**src/rtl/tdm_pkg.sv**
```systemverilog
// Shared types and constants for the four-slot TDM demultiplexer.
package tdm_pkg;

  typedef enum logic {HUNT, CAPTURE} tdm_state_t;

  localparam int NUM_SLOTS = 4;

  typedef logic [1:0] slot_t;

  // Next slot number with natural wrap 3 -> 0.
  function automatic slot_t slot_next(slot_t s);
    return 2'(s + 2'd1);
  endfunction

endpackage

```
**src/rtl/tdm_demux4_if.sv**
```systemverilog
// Serial-link side and parallel-lane side of the TDM demultiplexer.
interface tdm_demux4_if #(
  parameter int unsigned WIDTH = 1
);

  logic             en;
  logic             sync;
  logic [WIDTH-1:0] din;
  logic [WIDTH-1:0] out0;
  logic [WIDTH-1:0] out1;
  logic [WIDTH-1:0] out2;
  logic [WIDTH-1:0] out3;
  logic             valid;
  logic             locked;
  logic             sync_err;
  logic             sel1;
  logic             sel0;

  // Link driver / lane consumer view.
  modport master (
    output en, sync, din,
    input  out0, out1, out2, out3, valid, locked, sync_err, sel1, sel0
  );

  // Demultiplexer view.
  modport slave (
    input  en, sync, din,
    output out0, out1, out2, out3, valid, locked, sync_err, sel1, sel0
  );

endinterface

```
**src/rtl/tdm_slot_ctr.sv**
```systemverilog
// 2-bit wrapping slot counter: clear beats load-to-1 beats increment.
module tdm_slot_ctr
  import tdm_pkg::*;
(
  input  logic  clk,
  input  logic  rst,
  input  logic  clr_i,
  input  logic  load1_i,
  input  logic  inc_i,
  output slot_t slot_o,
  output logic  sel1_o,
  output logic  sel0_o
);

  slot_t slot_q;
  slot_t slot_d;

  // Next slot value from the control strobes.
  always_comb begin
    slot_d = slot_q;
    if (clr_i) begin
      slot_d = 2'd0;
    end else if (load1_i) begin
      slot_d = 2'd1;
    end else if (inc_i) begin
      slot_d = slot_next(slot_q);
    end
  end

  // Slot register.
  always_ff @(posedge clk) begin
    if (rst) begin
      slot_q <= 2'd0;
    end else begin
      slot_q <= slot_d;
    end
  end

  assign slot_o = slot_q;
  assign sel1_o = slot_q[1];
  assign sel0_o = slot_q[0];

endmodule

```
**src/rtl/tdm_demux4.sv**
```systemverilog
// Four-slot TDM receiver: aligns to frame sync, shadows slots 0..2 and
// publishes the full frame on the slot-3 sample.
module tdm_demux4
  import tdm_pkg::*;
#(
  parameter int unsigned WIDTH = 1
) (
  input  logic         clk,
  input  logic         rst,
  tdm_demux4_if.slave  bus
);

  tdm_state_t       state_q, state_d;
  logic [WIDTH-1:0] shadow_q [NUM_SLOTS-1];
  logic [WIDTH-1:0] shadow_d [NUM_SLOTS-1];
  logic [WIDTH-1:0] out_q    [NUM_SLOTS];
  logic [WIDTH-1:0] out_d    [NUM_SLOTS];
  logic             valid_q, valid_d;
  logic             locked_q, locked_d;
  logic             sync_err_q, sync_err_d;

  slot_t            slot;
  logic             ctr_clr;
  logic             ctr_load1;
  logic             ctr_inc;

  tdm_slot_ctr u_slot_ctr (
    .clk     (clk),
    .rst     (rst),
    .clr_i   (ctr_clr),
    .load1_i (ctr_load1),
    .inc_i   (ctr_inc),
    .slot_o  (slot),
    .sel1_o  (bus.sel1),
    .sel0_o  (bus.sel0)
  );

  // Alignment FSM, lane capture and frame publish.
  always_comb begin
    state_d    = state_q;
    shadow_d   = shadow_q;
    out_d      = out_q;
    valid_d    = 1'b0;
    sync_err_d = 1'b0;
    locked_d   = locked_q;
    ctr_clr    = 1'b0;
    ctr_load1  = 1'b0;
    ctr_inc    = 1'b0;

    if (bus.en) begin
      unique case (state_q)
        HUNT: begin
          if (bus.sync) begin
            shadow_d[0] = bus.din;
            ctr_load1   = 1'b1;
            state_d     = CAPTURE;
          end else begin
            ctr_clr = 1'b1;
          end
        end
        CAPTURE: begin
          if (bus.sync) begin
            // A sync anywhere but slot 0 abandons the partial frame and
            // restarts alignment on this sample.
            if (slot != 2'd0) begin
              sync_err_d = 1'b1;
              locked_d   = 1'b0;
            end
            shadow_d[0] = bus.din;
            ctr_load1   = 1'b1;
          end else if (slot == 2'd0) begin
            sync_err_d = 1'b1;
            locked_d   = 1'b0;
            ctr_clr    = 1'b1;
            state_d    = HUNT;
          end else if (slot == 2'd3) begin
            out_d[0] = shadow_q[0];
            out_d[1] = shadow_q[1];
            out_d[2] = shadow_q[2];
            out_d[3] = bus.din;
            valid_d  = 1'b1;
            locked_d = 1'b1;
            ctr_inc  = 1'b1;
          end else begin
            if (slot == 2'd1) begin
              shadow_d[1] = bus.din;
            end else begin
              shadow_d[2] = bus.din;
            end
            ctr_inc = 1'b1;
          end
        end
        default: begin
          state_d = HUNT;
          ctr_clr = 1'b1;
        end
      endcase
    end
  end

  // State, shadow and output registers.
  always_ff @(posedge clk) begin
    if (rst) begin
      state_q    <= HUNT;
      valid_q    <= 1'b0;
      locked_q   <= 1'b0;
      sync_err_q <= 1'b0;
      for (int i = 0; i < NUM_SLOTS - 1; i++) begin
        shadow_q[i] <= '0;
      end
      for (int i = 0; i < NUM_SLOTS; i++) begin
        out_q[i] <= '0;
      end
    end else begin
      state_q    <= state_d;
      valid_q    <= valid_d;
      locked_q   <= locked_d;
      sync_err_q <= sync_err_d;
      shadow_q   <= shadow_d;
      out_q      <= out_d;
    end
  end

  assign bus.out0     = out_q[0];
  assign bus.out1     = out_q[1];
  assign bus.out2     = out_q[2];
  assign bus.out3     = out_q[3];
  assign bus.valid    = valid_q;
  assign bus.locked   = locked_q;
  assign bus.sync_err = sync_err_q;

endmodule

```
**src/flat_wrapper.sv**
```systemverilog
// flat-port wrapper written by rule: the top's interface ports become plain ports
module tdm_demux4_flat import tdm_pkg::*;
#(
  parameter int unsigned WIDTH = 1
)
  (clk, rst, bus_en, bus_sync, bus_din, bus_out0, bus_out1, bus_out2, bus_out3, bus_valid, bus_locked, bus_sync_err, bus_sel1, bus_sel0);
  tdm_demux4_if #(.WIDTH(WIDTH)) bus_i ();
  input  logic clk;
  input  logic rst;
  input wire logic [$bits(bus_i.en)-1:0] bus_en;
  input wire logic [$bits(bus_i.sync)-1:0] bus_sync;
  input wire logic [$bits(bus_i.din)-1:0] bus_din;
  output wire logic [$bits(bus_i.out0)-1:0] bus_out0;
  output wire logic [$bits(bus_i.out1)-1:0] bus_out1;
  output wire logic [$bits(bus_i.out2)-1:0] bus_out2;
  output wire logic [$bits(bus_i.out3)-1:0] bus_out3;
  output wire logic [$bits(bus_i.valid)-1:0] bus_valid;
  output wire logic [$bits(bus_i.locked)-1:0] bus_locked;
  output wire logic [$bits(bus_i.sync_err)-1:0] bus_sync_err;
  output wire logic [$bits(bus_i.sel1)-1:0] bus_sel1;
  output wire logic [$bits(bus_i.sel0)-1:0] bus_sel0;
  assign bus_i.en = bus_en;
  assign bus_i.sync = bus_sync;
  assign bus_i.din = bus_din;
  assign bus_out0 = bus_i.out0;
  assign bus_out1 = bus_i.out1;
  assign bus_out2 = bus_i.out2;
  assign bus_out3 = bus_i.out3;
  assign bus_valid = bus_i.valid;
  assign bus_locked = bus_i.locked;
  assign bus_sync_err = bus_i.sync_err;
  assign bus_sel1 = bus_i.sel1;
  assign bus_sel0 = bus_i.sel0;
  tdm_demux4 #(.WIDTH(WIDTH)) u_core (.clk(clk), .rst(rst), .bus(bus_i));
endmodule
```
**config.mk**
```make
export PLATFORM = sky130hd
export DESIGN_NAME = tdm_demux4_flat
export DESIGN_NICKNAME = d
export VERILOG_FILES = /design/src/rtl/tdm_pkg.sv /design/src/rtl/tdm_demux4_if.sv /design/src/rtl/tdm_slot_ctr.sv /design/src/rtl/tdm_demux4.sv /design/src/flat_wrapper.sv
export SDC_FILE = /design/constraint.sdc
export NUM_CORES = 1
export LEC_CHECK = 0
export CAP_MARGIN = 20
export CORE_MARGIN = 3
export CORE_UTILIZATION = 35
export DETAILED_ROUTE_END_ITERATION = 7
export GPL_ROUTABILITY_DRIVEN = 0
export PLACE_DENSITY = 0.73
export SYNTH_ARGS = -nofsm -noshare
export SYNTH_HDL_FRONTEND = slang
export SYNTH_SLANG_ARGS = --single-unit
```
**constraint.sdc**
```tcl
create_clock -name clk -period 1.5 [get_ports clk]
set_input_delay 0.3 -clock clk [delete_from_list [all_inputs] [get_ports clk]]
set_output_delay 0.3 -clock clk [all_outputs]
set_load 0.02 [all_outputs]
```
* Yosys cells after proc, flatten, opt, wreduce, memory -nomap -nowiden
Index checks and enable logic that the tools add are counted.
** Word-level totals
- Register bits after elaboration :: 13
** Cells by class
- Add/sub/neg operators :: 1
- Equal/unequal tests :: 3
- Muxes and demuxes :: 23
- Bitwise operators :: 6
- Reduce and logical (&&, ||, !) cells :: 13
** Operators by type and width (count)
- 1-bit 2-to-1 mux :: 21
- 6-bit AND reduction :: 2
- 1-bit NOT :: 6
- 3-bit OR reduction :: 2
- 5-bit AND reduction :: 1
- 5-bit OR reduction :: 1
- 1-bit one-hot mux with 2 select lines :: 2
- 4-bit AND reduction :: 1
- 2-bit nonzero test :: 2
- 3-bit nonzero test :: 1
- 2-bit by 1-bit adder with 2-bit output (second input constant) :: 1
- 2-bit by 1-bit equality test with 1-bit output (second input constant) :: 1
- 2-bit equality test (second input constant) :: 1
- 2-bit logical NOT :: 1
- 2-bit by 1-bit != test with 1-bit output (second input constant) :: 1
- 2-bit AND reduction :: 1
- 2-bit OR reduction :: 1

* Logic depth before layout (Yosys ltp)
Gate-level depths: netlist of the first run.
- Depth after elaboration :: 7
- Mapped depth :: 7

* Modules after synthesis
A second synthesis of the first run with hierarchy kept.
** Unflattened totals
- Cells, all modules :: 67
- Area, all modules :: 636.9 µm²
** By module, submodules not included
- tdm_demux4 :: instances 1, cells an instance 57, area each 529.3 µm², seq. area each 220.2 µm²
- tdm_slot_ctr :: instances 1, cells an instance 10, area each 107.6 µm², seq. area each 40.0 µm²

* Worst setup path after synthesis of the first run
Ideal clock, no wire load.
- Kind :: register -> register
- Start :: register u_core.u_slot_ctr.slot_q[0] (netlist: u_core.u_slot_ctr.slot_o[0])
- End :: register u_core.out_q, in the netlist u_core.bus.out0
- Library setup time :: 0.128 ns
- Arrival time :: 1.600 ns
- Path slack :: -0.228 ns
- Cell stages (with the launch flop) :: 8
- Path buffers :: 0
- Period minus slack after synthesis :: 1.728 ns
- Path through :: dfxtp_1 > inv_1 > ha_1 > inv_1 > ha_1 > nand4_1 > mux2i_1 > nor2_1
** Between the ends
- Word-level cells in the longest chain between the ends :: 3
- Elaborated cells between the ends (all ways) :: 4
- Those cells by class :: eq/ne (1); bitwise (1); reduce/logical (2)
** RTL lines
- start: declaration :: line tdm_slot_ctr.sv:15 : slot_t slot_q;
- start signal: assignment :: line tdm_slot_ctr.sv:35 : slot_q <= slot_d;
- 2-bit logical NOT :: line tdm_demux4.sv:71 : end else if (slot == 2'd0) begin
- 1-bit NOT (no source line)
- 5-bit AND reduction (no source line) (*)
- end signal: assignment :: line tdm_demux4.sv:120 : out_q <= out_d;
- end: declaration :: line tdm_demux4.sv:16 : logic [WIDTH-1:0] out_q [NUM_SLOTS];
Every way passes the cells marked *; elsewhere a longest branch is shown, timed or not.
A chain may end at the register's enable or synchronous reset.

* Final worst setup path of the first run
- Start :: register u_core.u_slot_ctr.slot_q[1] (netlist: u_core.u_slot_ctr.slot_o[1])
- End :: register u_core.u_slot_ctr.slot_q[1] (netlist: u_core.u_slot_ctr.slot_o[1])
** Between the ends
- Word-level cells in the longest chain between the ends :: 6
- Elaborated cells between the ends (all ways) :: 11
- Those cells by class :: add/sub (1); mux (8); reduce/logical (2)
** RTL lines
- 2-bit logical NOT :: line tdm_demux4.sv:71
- 1-bit 2-to-1 mux :: line tdm_demux4.sv:71
- 1-bit 2-to-1 mux :: line tdm_demux4.sv:62 : if (bus.sync) begin
- 1-bit one-hot mux with 2 select lines :: line tdm_demux4.sv:51 : unique case (state_q)
- 1-bit 2-to-1 mux :: line tdm_demux4.sv:50 : if (bus.en) begin
- 3-bit OR reduction (no source line)
Parallel ways exist; a longest one is shown, timed or not.

==> results of run 1 <==
## timing repair
item,in CTS,in global routing
endpoints found under the setup margin,9,6
gates resized for setup,9,5
pin swaps,0,1
## power groups by stage
stage                     clock, W  sequential [W]  combinational [W]
after detailed placement         0        0.000361          0.0000956
final                     0.000230        0.000353           0.000100
after floorplan                  0        0.000364          0.0000418
after CTS                 0.000239        0.000353          0.0000947
after global routing      0.000261        0.000354           0.000109
after global placement           0        0.000360          0.0000936
## worst max-delay path by stage
stage | from | end | slack, ns | cells after the start
after floorplan | u_core.u_slot_ctr.slot_o[0]$_SDFFE_PP0P_ | u_core.bus.out0$_SDFFE_PP0P_ | 0.01 | 7
after global placement | bus_sync | u_core.bus.out3$_SDFFE_PP0P_ | -0.11 | 7
after detailed placement | bus_sync | u_core.bus.out3$_SDFFE_PP0P_ | -0.16 | 7
after CTS | u_core.u_slot_ctr.slot_o[0]$_SDFFE_PP0P_ | u_core.bus.out3$_SDFFE_PP0P_ | 0.05 | 8
after global routing | u_core.u_slot_ctr.slot_o[1]$_SDFFE_PP0P_ | u_core.shadow_q[0]$_SDFFE_PP0P_ | -0.01 | 7
final | u_core.u_slot_ctr.slot_o[1]$_SDFFE_PP0P_ | u_core.u_slot_ctr.slot_o[1]$_SDFFE_PP0P_ | 0.08 | 5
## cells by family (layout without fill, tap and decap cells)
family | after synthesis | in the layout | synth area share [%]
and+or+nand+nor | 27 | 27 | 24.4
DFF | 13 | 13 | 40.3
AOI/OAI and AO/OA | 10 | 10 | 10.3
adders and majority gates | 6 | 6 | 11.6
muxes | 6 | 6 | 9.30
buffers and inverters | 6 | 34 | 4.07
## metrics by stage
stage / TNS [ns] / worst slack, ns
after floorplan: 0 / 0.0110
after global placement: -0.655 / -0.112
after detailed placement: -1.09 / -0.159
after CTS: 0 / 0.0538
after global routing: -0.0123 / -0.0123
final: 0 / 0.0841
## routing by layer
metal | wire length (um) | global-route usage (%) | share of wire, %
met2 | 757 | 24.2 | 49
met4 | 50 | 8.53 | 3.2
met3 | 118 | 5.81 | 7.6
met5 | 0 | 0 | 0
met1 | 622 | 15.6 | 40
## area by class of cell
class / count / area (um^2)
timing repair buffer: 26 / 220
multi-input combinational: 49 / 385
tap: 24 / 30.0
inverter: 4 / 15.0
clock buffer: 4 / 26.3
sequential: 13 / 268
fill: 157 / 667
## cell usage after synthesis
library cell,number
nor2_1,4
nand4_1,1
a311oi_1,1
nand3b_1,1
a211oi_2,1
and4b_1,1
o21ai_0,2
nand2b_1,5
nand3_1,3
inv_1,4
a21oi_1,4
nand2_2,1
nor2b_1,1
nor4b_1,1
clkbuf_1,1
o31ai_1,1
a21o_1,1
nor3_1,2
dfxtp_1,13
nor4b_2,1
ha_1,6
nor3b_1,1
nand2_1,5
mux2i_1,6
buf_4,1
## layout by cell type (no fill, tap or decap)
cell / count
buf_4: 12
dfxtp_1: 11
dlygate4sd2_1: 9
mux2i_1: 6
nand2b_1: 5
nand2_1: 5
nor2_1: 4
a21oi_1: 4
clkdlybuf4s50_1: 4
nand3_1: 3
ha_1: 3
clkbuf_4: 3
inv_1: 2
inv_2: 2
nor3_1: 2
o21ai_0: 2
ha_2: 2
dfxtp_4: 2
nand2_2: 1
nand4_1: 1
a211oi_2: 1
nor2b_1: 1
o31ai_1: 1
nand3b_1: 1
a21o_1: 1
a311oi_1: 1
nor4b_4: 1
nor3b_1: 1
and4b_1: 1
nor4b_1: 1
ha_4: 1
clkbuf_1: 1
buf_6: 1
## critical path: stages, from the launching register on
cell and delay, ns:
dfxtp_4 0.35, inv_1 0.05, buf_4 0.13, ha_1 0.31
and4b_1 0.21, nor4b_1 0.25
==> results.md, run 1 <==
- CP required: 1.68 ns
- Post-CTS Repair Setup Buffers: 0
- Final Cell Area: 945 um^2
- Internal power: 0.000502 W
- Vias per std cell: 5.05
- Reg with most FFs: u_core.shadow_q
- Hold Path Sink: u_core.bus.locked$_SDFFE_PP0P_
- Clk buf depth: 2
- Clk_skew: 0.00499 ns
- Gate power share: 14.7%
- Gr ovfl total: 0
- Cts bufs inserted: 3
- Register area share after synthesis: 40.3%
- Capturing point of the worst reg2reg path: u_core.u_slot_ctr.slot_o[1]$_SDFFE_PP0P_
- Synthesis Warnings: 0
- Mapped cell area: 646 um^2
- R2R cell count: 5
- Placed cells: 116
- Crit. End Element: register
- Final min period: 1.42 ns
- Area Growth Syn to Fin: 46.3%
- Clk_lat worst skew: 0.29 ns
- All-layer global routing usage: 14.6%
- Fraction of layout cells with a size suffix above 1: 27.1%
- DRC: 0
- Routed len/inst: 12.9 um
- Hold Vio Cnt, Final: 0
- Initial antenna violation count: 0
- Critical Path Start Type: register
- Arrival time at the worst endpoint: 1.59 ns
- Die width: 49.0 um
- Max-cap viol count: 0
- Layout Utilization: 58.6%
- Pre-Repair DR Iteration Count: 4
- WHS Path Cells: 2
- Sw frac: 26.5%
- Crit path max fanout: 2
- #FFs+latches synth: 13
- Worst R2R Setup Slack: 0.08 ns
- Core Box Area: 1610 um^2
- Post-Synthesis Net Count: 79
- Antenna viol nets, final: 0
- Post-detail-place hpwl: 1160 um
- Reg-to-reg startpoint: u_core.u_slot_ctr.slot_o[1]$_SDFFE_PP0P_
- Worst hold path type: reg -> reg
- Largest register FFs: 3
- Clock Pin Slew Worst Setup and Hold Paths: 0.08 ns
- # hold bufs at CTS: 0
- Ranking of synthesized cells by area: dfxtp_1, ha_1, mux2i_1, nand2b_1, a21oi_1
- I/O pins: 14
- Worst Hold Launch: u_core.bus.locked$_SDFFE_PP0P_
- Die ar.: 2400 um^2
- Sequential group share of total power: 51.7%
- Hold_ws: 0.471 ns
- Vias in the first global route: 584
- Clk pwr share: 33.6%
- # diodes: 0
- Nets@finish: 108
- # rows: 14
- Placed cell area: 905 um^2
- Share of Yosys cell area claimed by the top area cell type: 40.3%
- Cell taking the most area after synthesis: dfxtp_1
- Finish-stage setup viols: 0
- Pwr/cell area: 723 nW/um^2
- CTS Sinks: 13
- IO buf count: 13
- Peak supply drop: 0.000529 V
- CTS tree: built
- Clock Tree Root: clkbuf_4
- Pin count of the biggest net entering global routing: 11
- Max_slew headroom: 76.3%
- H-tree depth: 1
- Critical path class: reg -> reg
- Max Fclk: 0.706 GHz
- Effective utilization at floorplan: 40.1%
- Number of distinct library cells after synthesis: 25
- Vias post-DR: 606
- Static Leak: 0.433 nW
- WL final: 1550 um
- Mapped Cells: 68
- Mean Syn Cell Area: 9.49 um^2
- NetSw: 0.000181 W
- Total power: 0.000683 W
- Period Utilization, post-route: 94.4%
- Finished Layout Cells: 120
- Tightest Pin Transition: 0.354 ns
- Status: finished clean
- First-iteration detailed-routing DRC count: 20
- Final Max Tran Viols: 0
- First-pass GRT wire length: 2630 um
- Die Y: 49.0 um
(Power assumes the default switching activity.)
==> run 2, diff against run 1 <==
--- a/config.mk
+++ b/config.mk
@@ -10,6 +10,7 @@
 export CORE_UTILIZATION = 35
 export DETAILED_ROUTE_END_ITERATION = 7
 export GPL_ROUTABILITY_DRIVEN = 0
+export MAX_ROUTING_LAYER = met4
 export PLACE_DENSITY = 0.73
 export SYNTH_ARGS = -nofsm -noshare
 export SYNTH_HDL_FRONTEND = slang
==> run 2 against run 1 <==
  * Highest routed layer unchanged
  * Clock power hardly changed
  * Cell area stayed put
  * Critical endpoint is now u_core.shadow_q[0]$_SDFFE_PP0P_
  * Global-route usage is 0.47 points higher
  * Hold slack hardly changed
==> results.md, run 2 (synthesis gave the netlist of run 1 again) <==
- Clk_skew: 0.00592 ns
- Crit path max fanout: 2
- DRC: 0
- Placed cell area: 905 um^2
- Gr ovfl total: 0
- Peak supply drop: 0.000530 V
- Clk buf depth: 2
- Pin count of the biggest net entering global routing: 11
- Most used cell along the critical path: ha_2
- Effective utilization at floorplan: 40.1%
- Critical path class: reg -> reg
- Setup ws final: 0.0941 ns
- Pwr/cell area: 722 nW/um^2
- Largest register FFs: 3
- Die Y: 49.0 um
- # diodes: 0
- Max_slew headroom: 76.8%
- Final Cell Area: 945 um^2
- Tightest Pin Transition: 0.348 ns
- Largest stage delay, worst path: 0.35 ns
- H-tree depth: 1
- Die ar.: 2400 um^2
- Cts bufs inserted: 3
- Post-detail-place hpwl: 1160 um
- CTS tree: built
- Max Fclk: 0.711 GHz
- Worst Hold Launch: u_core.bus.locked$_SDFFE_PP0P_
- Status: finished clean
- Post-CTS Repair Setup Buffers: 0
- WL final: 1570 um
- Total power: 0.000682 W
- Reg with most FFs: u_core.shadow_q
- Routed len/inst: 13.1 um
- Top Family by Delay on Critical Path: flip-flops
- Vias in the first global route: 585
- # rows: 14
- Critical-path cell list: inv_1 -> ha_2 -> inv_2 -> buf_4 -> ha_2 -> nor4b_4 -> mux2i_1
- Period Utilization, post-route: 93.7%
- Vias post-DR: 610
- Slowest-stage cell, CP: dfxtp_4
- Clock Tree Root: clkbuf_4
- Fraction of layout cells with a size suffix above 1: 26.0%
- Max-cap viol count: 0
- Final Max Tran Viols: 0
- Arrival time at the worst endpoint: 1.62 ns
- Clk_lat worst skew: 0.29 ns
- Critical Path Start Type: register
- Hold Vio Cnt, Final: 0
- I/O pins: 14
- Reg-to-reg startpoint: u_core.u_slot_ctr.slot_o[0]$_SDFFE_PP0P_
- IO buf count: 13
- Die width: 49.0 um
- Clock Pin Slew Worst Setup and Hold Paths: 0.09 ns
- # hold bufs at CTS: 0
- CTS Sinks: 13
- CP required: 1.72 ns
- Final min period: 1.41 ns
- Static Leak: 0.433 nW
- Core Box Area: 1610 um^2
- Area Growth Syn to Fin: 46.3%
- Finish-stage setup viols: 0
- Most frequent cells in the layout: buf_4, dfxtp_1, dlygate4sd2_1, mux2i_1
- Worst hold path type: reg -> reg
- CP Launch Point: u_core.u_slot_ctr.slot_o[0]$_SDFFE_PP0P_
- Crit. End Element: register
- Placement Setup Slack: -0.159 ns
- Initial antenna violation count: 0
- Antenna viol nets, final: 0
- Most common cell after layout, fill and taps aside: buf_4
- CP Buf/Inv Count: 3
- First-pass GRT wire length: 2640 um
- All-layer global routing usage: 15.1%
- First-iteration detailed-routing DRC count: 15
- Vias per std cell: 5.08
- Pre-Repair DR Iteration Count: 4
- Nets@finish: 108
-- run 2: cell count changes in the layout (fill, tap and decap cells not counted) --
cell / change
inv_1: +1
inv_2: -1
-- run 2: worst paths after layout --
check                                                  endpoint  slack [ns]  cells past startpoint
worst max-delay path            u_core.shadow_q[0]$_SDFFE_PP0P_        0.09                      7
worst min-delay path             u_core.bus.locked$_SDFFE_PP0P_        0.47                      2
worst min register to register   u_core.bus.locked$_SDFFE_PP0P_        0.47                      2
worst max register to register  u_core.shadow_q[0]$_SDFFE_PP0P_        0.09                      7
-- run 2: final cells by class --
class	count	area, um^2
Multi-Input combinational cell	49	385
Sequential cell	13	268
Fill cell	157	667
Tap cell	24	30.0
Inverter	4	15.0
Timing Repair Buffer	26	220
Clock buffer	4	26.3
-- run 2: worst register-to-register path, cell delays in order, from the launching register on --
cell	delay [ns]
dfxtp_4	0.35
inv_1	0.05
ha_2	0.19
inv_2	0.07
buf_4	0.11
ha_2	0.16
nor4b_4	0.20
mux2i_1	0.21
-- run 2: per-stage QoR --
stage / TNS [ns] / util, % / std cells / hold slack (ns)
floorplan: 0 / - / 68 / 0.436
global placement: -0.655 / 56.1 / 116 / 0.444
detailed placement: -1.09 / 56.1 / 116 / 0.460
CTS: 0 / 57.1 / 120 / 0.476
global route: -0.00565 / 58.6 / 120 / 0.495
finish: 0 / 58.6 / 120 / 0.470
-- run 2: where the power goes --
group	switching (W)	internal [W]
Combinational	0.0000499	0.0000506
Sequential	0.00000483	0.000348
Clock	0.000126	0.000104
Total	0.000180	0.000502
-- run 2: timing repair --
action | 4_1_cts | 5_1_grt
endpoints found under the setup margin | 9 | 6
resized for setup | 9 | 4
pin swaps | 0 | 0
-- run 2: routing by layer --
layer  vias to the layer above  wire length (um)  share of wire (%)  global-route usage [%]
met5                         -                 0                  0                       -
met4                         0                53                3.4                    8.53
met3                         7               110                7.0                    5.81
met2                        26               766                 49                    24.2
met1                       287               635                 41                    15.8
li1                        290                 -                  -                       -
==> run 3, diff against run 2 <==
--- a/config.mk
+++ b/config.mk
@@ -7,11 +7,11 @@
 export LEC_CHECK = 0
 export CAP_MARGIN = 20
 export CORE_MARGIN = 3
-export CORE_UTILIZATION = 35
+export CORE_UTILIZATION = 42
 export DETAILED_ROUTE_END_ITERATION = 7
 export GPL_ROUTABILITY_DRIVEN = 0
 export MAX_ROUTING_LAYER = met4
-export PLACE_DENSITY = 0.73
+export PLACE_DENSITY = 0.83
 export SYNTH_ARGS = -nofsm -noshare
 export SYNTH_HDL_FRONTEND = slang
 export SYNTH_SLANG_ARGS = --single-unit
==> constraint.sdc (replaced) <==
create_clock -name clk -period 1.5 [get_ports clk]
set_input_delay 0.225 -clock clk [delete_from_list [all_inputs] [get_ports clk]]
set_output_delay 0.225 -clock clk [all_outputs]
set_load 0.02 [all_outputs]
==> run 3 against run 2 <==
  * Maximum frequency decreased by 1.6%
  * Worst setup slack got worse by 0.023 ns
  * First-iteration DRC count decreased by 47%
  * Global-route usage increased by 1.2 points
  * Non-clock buffer count decreased by 5
  * Register-to-register slack about the same
  * Via count decreased by 8.2%
  * Combinational power decreased by 6%
  * Core utilization increased by 8.0 points
  * Flip-flop and latch count unchanged
  * Power decreased by 3.5%
  * Largest power group unchanged
  * Highest routed layer unchanged
==> results.md, run 3 (synthesis gave the netlist of run 1 again) <==
- Largest register FFs: 3
- Placement Setup Slack: -0.124 ns
- Post-CTS Repair Setup Buffers: 0
- First-pass GRT wire length: 2260 um
- Fraction of layout cells with a size suffix above 1: 24.2%
- Post-detail-place hpwl: 1010 um
- I/O pins: 14
- Antenna viol nets, final: 0
- Slowest-stage cell, CP: clkdlybuf4s50_1
- Die Y: 45.2 um
- Max Fclk: 0.700 GHz
- Max_slew headroom: 80.6%
- Max-cap viol count: 0
- DRC: 0
- Worst hold path type: reg -> reg
- Multi-input logic area: 384 um^2
- Period Utilization, post-route: 95.3%
- Peak supply drop: 0.000551 V
- CP required: 1.27 ns
- Nets@finish: 103
- Largest stage delay, worst path: 0.60 ns
- Critical Path Start Type: register
- Die ar.: 2040 um^2
- Pin count of the biggest net entering global routing: 10
- Final Max Tran Viols: 0
- Routed len/inst: 12.7 um
- Vias in the first global route: 549
- Crit path max fanout: 2
- Sw frac: 25.1%
- IO buf count: 13
- Total power: 0.000659 W
- Core Box Area: 1370 um^2
- Die width: 45.2 um
- Clock Tree Root: clkbuf_4
- Vias per std cell: 5.28
- Critical path class: reg -> out
- Clock Pin Slew Worst Setup and Hold Paths: 0.08 ns
- Top Family by Delay on Critical Path: buffers and inverters
- Initial antenna violation count: 0
- CTS Sinks: 13
- Final min period: 1.43 ns
- Pre-Repair DR Iteration Count: 4
- Status: finished clean
- Hold Vio Cnt, Final: 0
- Reg with most FFs: u_core.shadow_q
- Cts bufs inserted: 3
- Most common cell after layout, fill and taps aside: dfxtp_1
- Worst R2R Setup Slack: 0.08 ns
- NetSw: 0.000165 W
- Tightest Pin Transition: 0.288 ns
- Static Leak: 0.437 nW
- Finished Layout Cells: 106
- Layout Utilization: 66.7%
- CTS tree: built
- Area Growth Syn to Fin: 41.1%
- Gate power share: 14.3%
- Sequential group share of total power: 53.6%
- Clk pwr share: 32.1%
- Effective utilization at floorplan: 47.3%
- H-tree depth: 1
- Clk_lat worst skew: 0.27 ns
- Gr ovfl total: 0
- Internal power: 0.000494 W
- Vias post-DR: 560
- Arrival time at the worst endpoint: 1.20 ns
- Finish-stage setup viols: 0
- Crit. End Element: primary output
- CP Buf/Inv Count: 1
- Most frequent cells in the layout: dfxtp_1, clkdlybuf4s50_1, buf_4, mux2i_1
- Clk_skew: 0.00487 ns
- Critical-path cell list: clkdlybuf4s50_1
- # rows: 13
- # diodes: 0
- Clk buf depth: 2
- Pwr/cell area: 723 nW/um^2
- Placed cells: 102
- First-iteration detailed-routing DRC count: 8
- Hold_ws: 0.460 ns
- Reg area: 268 um^2
- # hold bufs at CTS: 0
- All-layer global routing usage: 16.3%
- Setup ws final: 0.0708 ns
- Filler Cell Count: 122
- Unrepaired setup endpoints after global routing: no
- WL final: 1350 um
run 3: cell count changes in the layout (fill, tap and decap cells not counted), moves of 2 or more:
cell / delta
buf_4: -4
ha_2: -2
dlygate4sd2_1: -7
dlymetal6s2s_1: +3
inv_1: -2
clkdlybuf4s50_1: +4
run 3: path summary, 6_finish.rpt:
| check | startpoint | endpoint | cells after the start |
|---|---|---|---|
| worst max-delay path | u_core.bus.out2$_SDFFE_PP0P_ | bus_out2 | 1 |
| worst min-delay path | u_core.shadow_q[2]$_SDFFE_PP0P_ | u_core.shadow_q[2]$_SDFFE_PP0P_ | 2 |
| worst max register to register | u_core.u_slot_ctr.slot_o[1]$_SDFFE_PP0P_ | u_core.bus.out1$_SDFFE_PP0P_ | 7 |
| worst min register to register | u_core.shadow_q[2]$_SDFFE_PP0P_ | u_core.shadow_q[2]$_SDFFE_PP0P_ | 2 |
run 3: cell type report:
class / count / area share (%)
multi-input combinational: 49 / 42.2
sequential: 13 / 29.4
tap: 15 / 2.06
clock inverter: 1 / 0.549
timing repair buffer: 21 / 21.4
inverter: 4 / 1.92
clock buffer: 3 / 2.47
run 3: through the flow:
| step | setup TNS (ns) | cell area, um^2 |
|---|---|---|
| global placement | -0.332 | 856 |
| finish | 0 | 911 |
| floorplan | 0 | 658 |
| detailed placement | -0.633 | 856 |
| CTS | 0 | 891 |
| global route | 0 | 911 |
run 3: power by group through the flow:
stage          Sequential, W  Clock [W]  Combinational, W
2_1_floorplan       0.000364          0         0.0000418
3_3_place_gp        0.000360          0         0.0000864
3_5_place_dp        0.000361          0         0.0000895
4_1_cts             0.000353   0.000225         0.0000928
5_1_grt             0.000354   0.000252          0.000105
6_report            0.000353   0.000212         0.0000943
run 3: what timing repair did:
item,in CTS,in global routing
setup endpoints to repair,8,9
pin swaps,0,1
resized for setup,3,7
run 3: routing by layer:
| metal | GRT usage (%) | share of wire, % | vias to the layer above |
|---|---|---|---|
| li1 | - | - | 289 |
| met1 | 17.3 | 45 | 259 |
| met2 | 26.0 | 49 | 10 |
| met3 | 7.17 | 5.0 | 2 |
| met4 | 7.02 | 0.82 | 0 |
| met5 | - | 0 | - |
